===== config.mk =====
export PLATFORM = sky130hd
export DESIGN_NAME = a_channel
export DESIGN_NICKNAME = d
export VERILOG_FILES = /design/src/rtl/if_types_pkg.sv /design/src/rtl/a_channel.sv
export SDC_FILE = /design/constraint.sdc
export NUM_CORES = 1
export LEC_CHECK = 0
export BUFFER_PORTS_ARGS = -buffer_cell sky130_fd_sc_hd__buf_2
export CAP_MARGIN = 40
export CORE_ASPECT_RATIO = 0.7
export CORE_MARGIN = 2
export CORE_UTILIZATION = 35
export CTS_BUF_LIST = sky130_fd_sc_hd__clkbuf_2 sky130_fd_sc_hd__clkbuf_4 sky130_fd_sc_hd__clkbuf_8
export DETAILED_ROUTE_END_ITERATION = 10
export SETUP_SLACK_MARGIN = 0.15
export SLEW_MARGIN = 40
export SYNTH_ARGS = -nofsm -noshare
export SYNTH_HDL_FRONTEND = slang
export SYNTH_SLANG_ARGS = --single-unit

===== constraint.sdc =====
create_clock -name clk -period 18.6 [get_ports clk]
set_clock_uncertainty 0.1 [all_clocks]
set_input_delay 1.86 -clock clk [delete_from_list [all_inputs] [get_ports clk]]
set_output_delay 1.86 -clock clk [all_outputs]
set_load 0.03 [all_outputs]

===== src/rtl/if_types_pkg.sv =====
// Shared OBI request types seen at the subordinate boundary.
// Field widths match the a_channel default parameters.
// req: request strobe; a: address-phase payload (addr, we, be, wdata, aid).
package if_types_pkg;

    typedef struct packed {
        logic [31:0] addr;
        logic        we;
        logic [7:0]  be;
        logic [63:0] wdata;
        logic [3:0]  aid;
    } obi_a_t;

    typedef struct packed {
        logic   req;
        obi_a_t a;
    } obi_req_t;

endpackage


===== src/rtl/a_channel.sv =====
// Purpose: subordinate OBI A-channel; buffers granted requests in a FIFO toward the cache controller.
// Latency: request accepted at edge N is at the FIFO head (req_valid_out) from edge N; no comb bypass.
// Backpressure: gnt_out drops when FIFO is full or MAX_OUTSTANDING requests await rsp_done_in.
//
// Ports: clk/rst_n (async active-low); obi_req in; gnt_out grant; req_valid_out/req_ready_in
// head handshake with addr_out/we_out/be_out/wdata_out/aid_out/err_out payload; rsp_done_in
// completion pulse from the response channel; outstanding_out current in-flight count.
// Optional macro A_CHANNEL_BE_CHECK_EN: flags partial-byte-enable writes with err_out=1.
module a_channel #(
    parameter int ADDR_WIDTH      = 32,
    parameter int DATA_WIDTH      = 64,
    parameter int ID_WIDTH        = 4,
    parameter int FIFO_DEPTH      = 2,
    parameter int MAX_OUTSTANDING = 4
) (
    input  logic                                 clk,
    input  logic                                 rst_n,
    input  if_types_pkg::obi_req_t               obi_req,
    output logic                                 gnt_out,
    output logic                                 req_valid_out,
    input  logic                                 req_ready_in,
    output logic [ADDR_WIDTH-1:0]                addr_out,
    output logic                                 we_out,
    output logic [DATA_WIDTH/8-1:0]              be_out,
    output logic [DATA_WIDTH-1:0]                wdata_out,
    output logic [ID_WIDTH-1:0]                  aid_out,
    output logic                                 err_out,
    input  logic                                 rsp_done_in,
    output logic [$clog2(MAX_OUTSTANDING+1)-1:0] outstanding_out
);

    localparam int BE_W  = DATA_WIDTH / 8;
    localparam int PTR_W = $clog2(FIFO_DEPTH);
    localparam int CNT_W = $clog2(FIFO_DEPTH + 1);
    localparam int OUT_W = $clog2(MAX_OUTSTANDING + 1);

    typedef struct packed {
        logic [ADDR_WIDTH-1:0] addr;
        logic                  we;
        logic [BE_W-1:0]       be;
        logic [DATA_WIDTH-1:0] wdata;
        logic [ID_WIDTH-1:0]   aid;
    } entry_t;

    entry_t             mem [FIFO_DEPTH];
    entry_t             push_dat;
    entry_t             head_dat;
    entry_t             last_q;
    logic [PTR_W-1:0]   wr_ptr;
    logic [PTR_W-1:0]   rd_ptr;
    logic [CNT_W-1:0]   count;
    logic [OUT_W-1:0]   outstanding;
    logic               head_vld;
    logic               push;
    logic               pop;
    logic               rsp_dec;

    // Grant depends only on registered state, so there is no req->gnt loop.
    assign gnt_out  = (count != CNT_W'(FIFO_DEPTH)) && (outstanding < OUT_W'(MAX_OUTSTANDING));
    assign head_vld = (count != '0);
    assign push     = obi_req.req && gnt_out;
    assign pop      = head_vld && req_ready_in;
    // A completion with nothing in flight cannot belong to us; drop it to avoid underflow.
    assign rsp_dec  = rsp_done_in && (outstanding != '0);

    always_comb begin
        push_dat       = '0;
        push_dat.addr  = obi_req.a.addr[ADDR_WIDTH-1:0];
        push_dat.we    = obi_req.a.we;
        push_dat.be    = obi_req.a.be[BE_W-1:0];
        push_dat.wdata = obi_req.a.wdata[DATA_WIDTH-1:0];
        push_dat.aid   = obi_req.a.aid[ID_WIDTH-1:0];
    end

    // When empty, the head fields keep showing the last entry that was at the head.
    assign head_dat = head_vld ? mem[rd_ptr] : last_q;

    // Storage needs no reset: it is only observed through head_vld.
    always_ff @(posedge clk) begin
        if (push) begin
            mem[wr_ptr] <= push_dat;
        end
    end

    always_ff @(posedge clk or negedge rst_n) begin
        if (!rst_n) begin
            wr_ptr      <= '0;
            rd_ptr      <= '0;
            count       <= '0;
            outstanding <= '0;
            last_q      <= '0;
        end else begin
            if (push) begin
                wr_ptr <= wr_ptr + PTR_W'(1);
            end
            if (pop) begin
                rd_ptr <= rd_ptr + PTR_W'(1);
            end
            if (head_vld) begin
                last_q <= mem[rd_ptr];
            end
            case ({push, pop})
                2'b10:   count <= count + CNT_W'(1);
                2'b01:   count <= count - CNT_W'(1);
                default: count <= count;
            endcase
            case ({push, rsp_dec})
                2'b10:   outstanding <= outstanding + OUT_W'(1);
                2'b01:   outstanding <= outstanding - OUT_W'(1);
                default: outstanding <= outstanding;
            endcase
        end
    end

`ifdef A_CHANNEL_BE_CHECK_EN
    logic err_mem [FIFO_DEPTH];
    logic err_last;
    logic push_err;

    // Partial writes are forwarded but marked so the controller answers with an error.
    assign push_err = obi_req.a.we && (obi_req.a.be[BE_W-1:0] != '1);

    always_ff @(posedge clk) begin
        if (push) begin
            err_mem[wr_ptr] <= push_err;
        end
    end

    always_ff @(posedge clk or negedge rst_n) begin
        if (!rst_n) begin
            err_last <= 1'b0;
        end else if (head_vld) begin
            err_last <= err_mem[rd_ptr];
        end
    end

    assign err_out = head_vld ? err_mem[rd_ptr] : err_last;
`else
    assign err_out = 1'b0;
`endif

    assign req_valid_out   = head_vld;
    assign addr_out        = head_dat.addr;
    assign we_out          = head_dat.we;
    assign be_out          = head_dat.be;
    assign wdata_out       = head_dat.wdata;
    assign aid_out         = head_dat.aid;
    assign outstanding_out = outstanding;

endmodule

; After elaboration in Yosys (flattened, before gate mapping)
; Memory sizes are Yosys's and may differ from the RTL's.
; Index checks and enable logic that the tools add are counted.
[word_totals]
word_cells = 35
memories = 1
out_inout_bits = 115
in_bits = 114
ram_bits = 218
ff_bits = 116
[classes]
muxes = 5
n_eq_ne = 5
reduce_logical = 8
n_lt_le_gt_ge = 1
add_sub_neg = 6
[memory_table]
columns = name, words, word_bits, rd, rd_clocked_by_memory_dff, wr, line_no
row1 = mem, 2, 109, 1, 0, 1, a_channel.sv:45  ; entry_t mem [FIFO_DEPTH];
[op_table]
columns = op, count
row1 = $mux 109, 1
row2 = $pmux 3 s2, 1
row3 = $reduce_bool 2->1, 3
row4 = $eq 2x1->1 const B, 2
row5 = $eq 2x2->1 const B, 2
row6 = $logic_and 1x1->1, 4
row7 = $pmux 2 s2, 1
row8 = $add 3x1->3 const B, 1
row9 = $lt 3x3->1 const B, 1
row10 = $reduce_bool 3->1, 1
row11 = $sub 3x1->3 const B, 1
row12 = $add 1x1->1 const B, 2
row13 = $add 2x1->2 const B, 1
row14 = $mux 1, 2
row15 = $ne 2x2->1 const B, 1
row16 = $sub 2x1->2 const B, 1

; Depth between registers and ports, before layout
[depth]
word_depth = 5
depth_mapped = 8

; Least setup slack after synthesis
; No wires, ideal clock.
[synth_path]
path_kind = input to register
from = in obi_req[109] in the netlist's numbering
to = mem mem[0][0] in the netlist's numbering (enable)
path_slack_ns = 11.323
arrival_time_ns = 6.598
setup_ns = 0.579
path_stages = 2
n_path_buf = 0
path_cell_list = nand3b_1 > nor2_1
[synth_via]
elab_chain_cells = 3
[synth_lines]
columns = element, line_no
row1 = "start, declared", a_channel.sv:18  ; input if_types_pkg::obi_req_t obi_req,
row2 = $logic_and 1x1->1, a_channel.sv:61  ; assign push = obi_req.req && gnt_out;
row3 = $mux 1, a_channel.sv:80  ; if (push) begin
row4 = $mux 1 (implied by the code), a_channel.sv:81  ; mem[wr_ptr] <= push_dat;
row5 = "end, declared", a_channel.sv:45
; Every way passes these cells.

; Final worst setup path
[layout_path]
from = reg count[0]
to = out wdata_out[55]
[layout_via]
elab_chain_cells = 2
[layout_lines]
columns = element, line_no
row1 = "start, declared", a_channel.sv:51  ; logic [CNT_W-1:0] count;
row2 = "start signal, assigned", a_channel.sv:103  ; 2'b10: count <= count + CNT_W'(1);
row3 = "start signal, assigned", a_channel.sv:104  ; 2'b01: count <= count - CNT_W'(1);
row4 = "start signal, assigned", a_channel.sv:105  ; default: count <= count;
row5 = $reduce_bool 2->1, a_channel.sv:60  ; assign head_vld = (count != '0);
row6 = $mux 109, n/a
row7 = "end, declared", a_channel.sv:25  ; output logic [DATA_WIDTH-1:0] wdata_out,
; Every way passes these cells.

==> impl_metrics.ini <==
[detailed_routing]
routed_wl_mm = 24.3
drtAntennaViolNets = 0
drtIter0Drc = 265
vias_per_cell = 4.41
drt-pass1-iter-count = 5
drc_errors = 0
dr_total_vias = 6576
wl_per_cell_um = 16.3

[critical_path]
cp_data_required_time_ps = 16640
critPathMaxFanout = 66
critPathKind = register to primary output
crit_end = wdata_out[55]
worstSetupEndpointType = primary output
r2r-start = count[0]
reg2regPathDepth = 4
reg2reg_slack_ps = 15980
critical_path.startpoint_type = register
startpoint = count[0]
r2r-end = mem[1][77]
critPathArrivalTime_ps = 2770

[global_routing]
grt_usage_pct = 13.7
grt-ovfl-total = 0
grt_max_degree = 81
grt_pass1_vias = 6715
antenna_found_initial = 11
grt_pass1_wl_mm = 37.7

[clock_network]
cts-resized-gates = 0
cts_tree = yes
cts_buffers = 52
cts.sinks = 334
clock_tree.buffer_depth = 3
clkTransAtPathRegs_ps = 60
cts_max_level = 2
clkLatencyLatePin_ps = 580
cts_setup_buffers = 0
root_buffer = clkbuf_8
ctsHoldBuffers = 0

[synthesis]
yosysSeqAreaShare_pct = 78.4
ys_types = 21
synthesis.area_um2 = 12000
yosys_register_bits = 334
syn_avg_cell_area_um2 = 16.6
syn_inst = 726
ys_warn_count = 0
syn_nets = 843

[placement]
dp.final_hpwl_mm = 15.1
port-buffer-count = 227
gp_congestion = 0.733
placed_area_um2 = 13600
place_worst_setup_slack_ps = 14210

[floorplanning]
pin_count = 229
die_area_um2 = 35900
rows = 56
die_height_um = 159
die_w_um = 226
start_util_pct = 35.8
coreArea_um2 = 33700

[min_path]
min-delay-start = count[1]
hold_path.class = register to register

[timing]
fin_crit_sh_pct = 25.4
final.setup.tns_ps = 0
worst_slew_pin_slew_ps = 778
rsz0062_at_grt = no
timing.final.ws_setup_ps = 13870
slew_headroom_pct = 48.1
finalHoldViolations = 0
finalMaxSlewViolations = 0
fin_crit_ps = 4730
setup_viol = 0
clock.fmax_mhz = 211

[cells_and_area]
final_nets = 1098
fin_area_um2 = 14700
area_growth_pct = 22.3
layout_common_cells = buf_2 (226), edfxtp_1 (218), dfrtp_1 (115)
nFillCells = 3072
layout-drive-gt1-share_pct = 33.0
layout_commonest_cell = buf_2

[outcome]
outcome = finished, final reports clean

[job]
drv_cap = 0

[pwr]
leakagePower_nw = 5.99
cellPowerDensity_nw_per_um2 = 195
ir_drop_uv = 115
[power breakdown]
group          switching (mW)  internal, mW  total [mW]
Combinational           0.802         0.314        1.12
Clock                   0.279         0.378       0.657
Sequential             0.0666          1.03        1.10
Total                    1.15          1.72        2.87
[cells in the mapped netlist]
library cell / number / area share [%]
a21oi_1: 109 / 4.5
and2_1: 1 / 0.052
buf_2: 11 / 0.46
buf_4: 2 / 0.12
buf_6: 24 / 2.2
clkbuf_8: 1 / 0.11
conb_1: 1 / 0.031
dfrtp_1: 116 / 24
edfxtp_1: 218 / 54
fa_1: 1 / 0.17
ha_1: 2 / 0.21
inv_1: 4 / 0.12
mux2i_1: 110 / 9.1
nand2b_1: 1 / 0.052
nand3b_1: 1 / 0.062
nor2_1: 113 / 3.5
nor2b_1: 1 / 0.052
o31a_1: 1 / 0.073
or2_1: 1 / 0.052
xnor2_1: 4 / 0.29
xor2_1: 4 / 0.29
[routing by layer]
metal  vias to the layer above  routed length [um]  global-route usage (%)
li1                       3163                   -                       -
met3                        51                2010                    5.24
met1                      3160               11100                    18.8
met4                        14                 395                    4.03
met5                         -                  80                       0
met2                       188               10700                    20.2
[how the worst min path moves through the flow]
stage	endpoint	slack, ps	cells after the start
after global routing	count[1]	430	1
after floorplan	count[1]	360	1
after detailed placement	count[1]	380	1
after CTS	count[1]	400	1
final	count[1]	400	1
after global placement	count[1]	380	1
[worst max-delay path, cell delays in order, from the launching register on]
cell and delay (ps):
dfrtp_1 410, or2_4 330, buf_12 270, buf_4 580, nor2_1 90, a21oi_1 210, buf_2 240
[stage by stage]
step | hold WS, ps | util (%) | std cells | power (mW)
finish | 400 | 43.7 | 1491 | 2.87
global route | 426 | 43.7 | 1488 | 3.05
CTS | 396 | 43.7 | 1487 | 2.91
detailed placement | 383 | 40.3 | 1390 | 2.24
global placement | 379 | 40.1 | 1388 | 2.23
floorplan | 356 | - | 726 | 1.96
[final cells by class]
type / instances / area [um2] / share of cell area [%]
flip-flops and latches: 334 / 9450 / 64.1
multi-input cells: 350 / 2250 / 15.3
repair buffers: 239 / 1300 / 8.79
clock buffers: 81 / 977 / 6.63
well taps: 464 / 581 / 3.94
clock inverters: 16 / 163 / 1.10
inverters: 4 / 15.0 / 0.102
diodes: 3 / 7.51 / 0.0509
[cells by family (layout without fill, tap and decap cells)]
| logic type | after synthesis | count (layout) | synth area share, % |
|---|---|---|---|
| compound gates | 110 | 110 | 4.60 |
| xor+xnor | 8 | 8 | 0.581 |
| fa+ha+maj | 3 | 3 | 0.374 |
| buf+inv | 42 | 340 | 3.06 |
| flops | 334 | 334 | 78.4 |
| mux | 110 | 110 | 9.14 |
| other cells | 1 | 4 | 0.0311 |
| simple gates | 118 | 118 | 3.79 |
[registers in the layout (all words and copies together) (netlist names)]
register / cells
mem: 218
last_q: 109
outstanding_out: 3
count: 2
rd_ptr: 1
wr_ptr: 1
(Power assumes the default switching activity.)
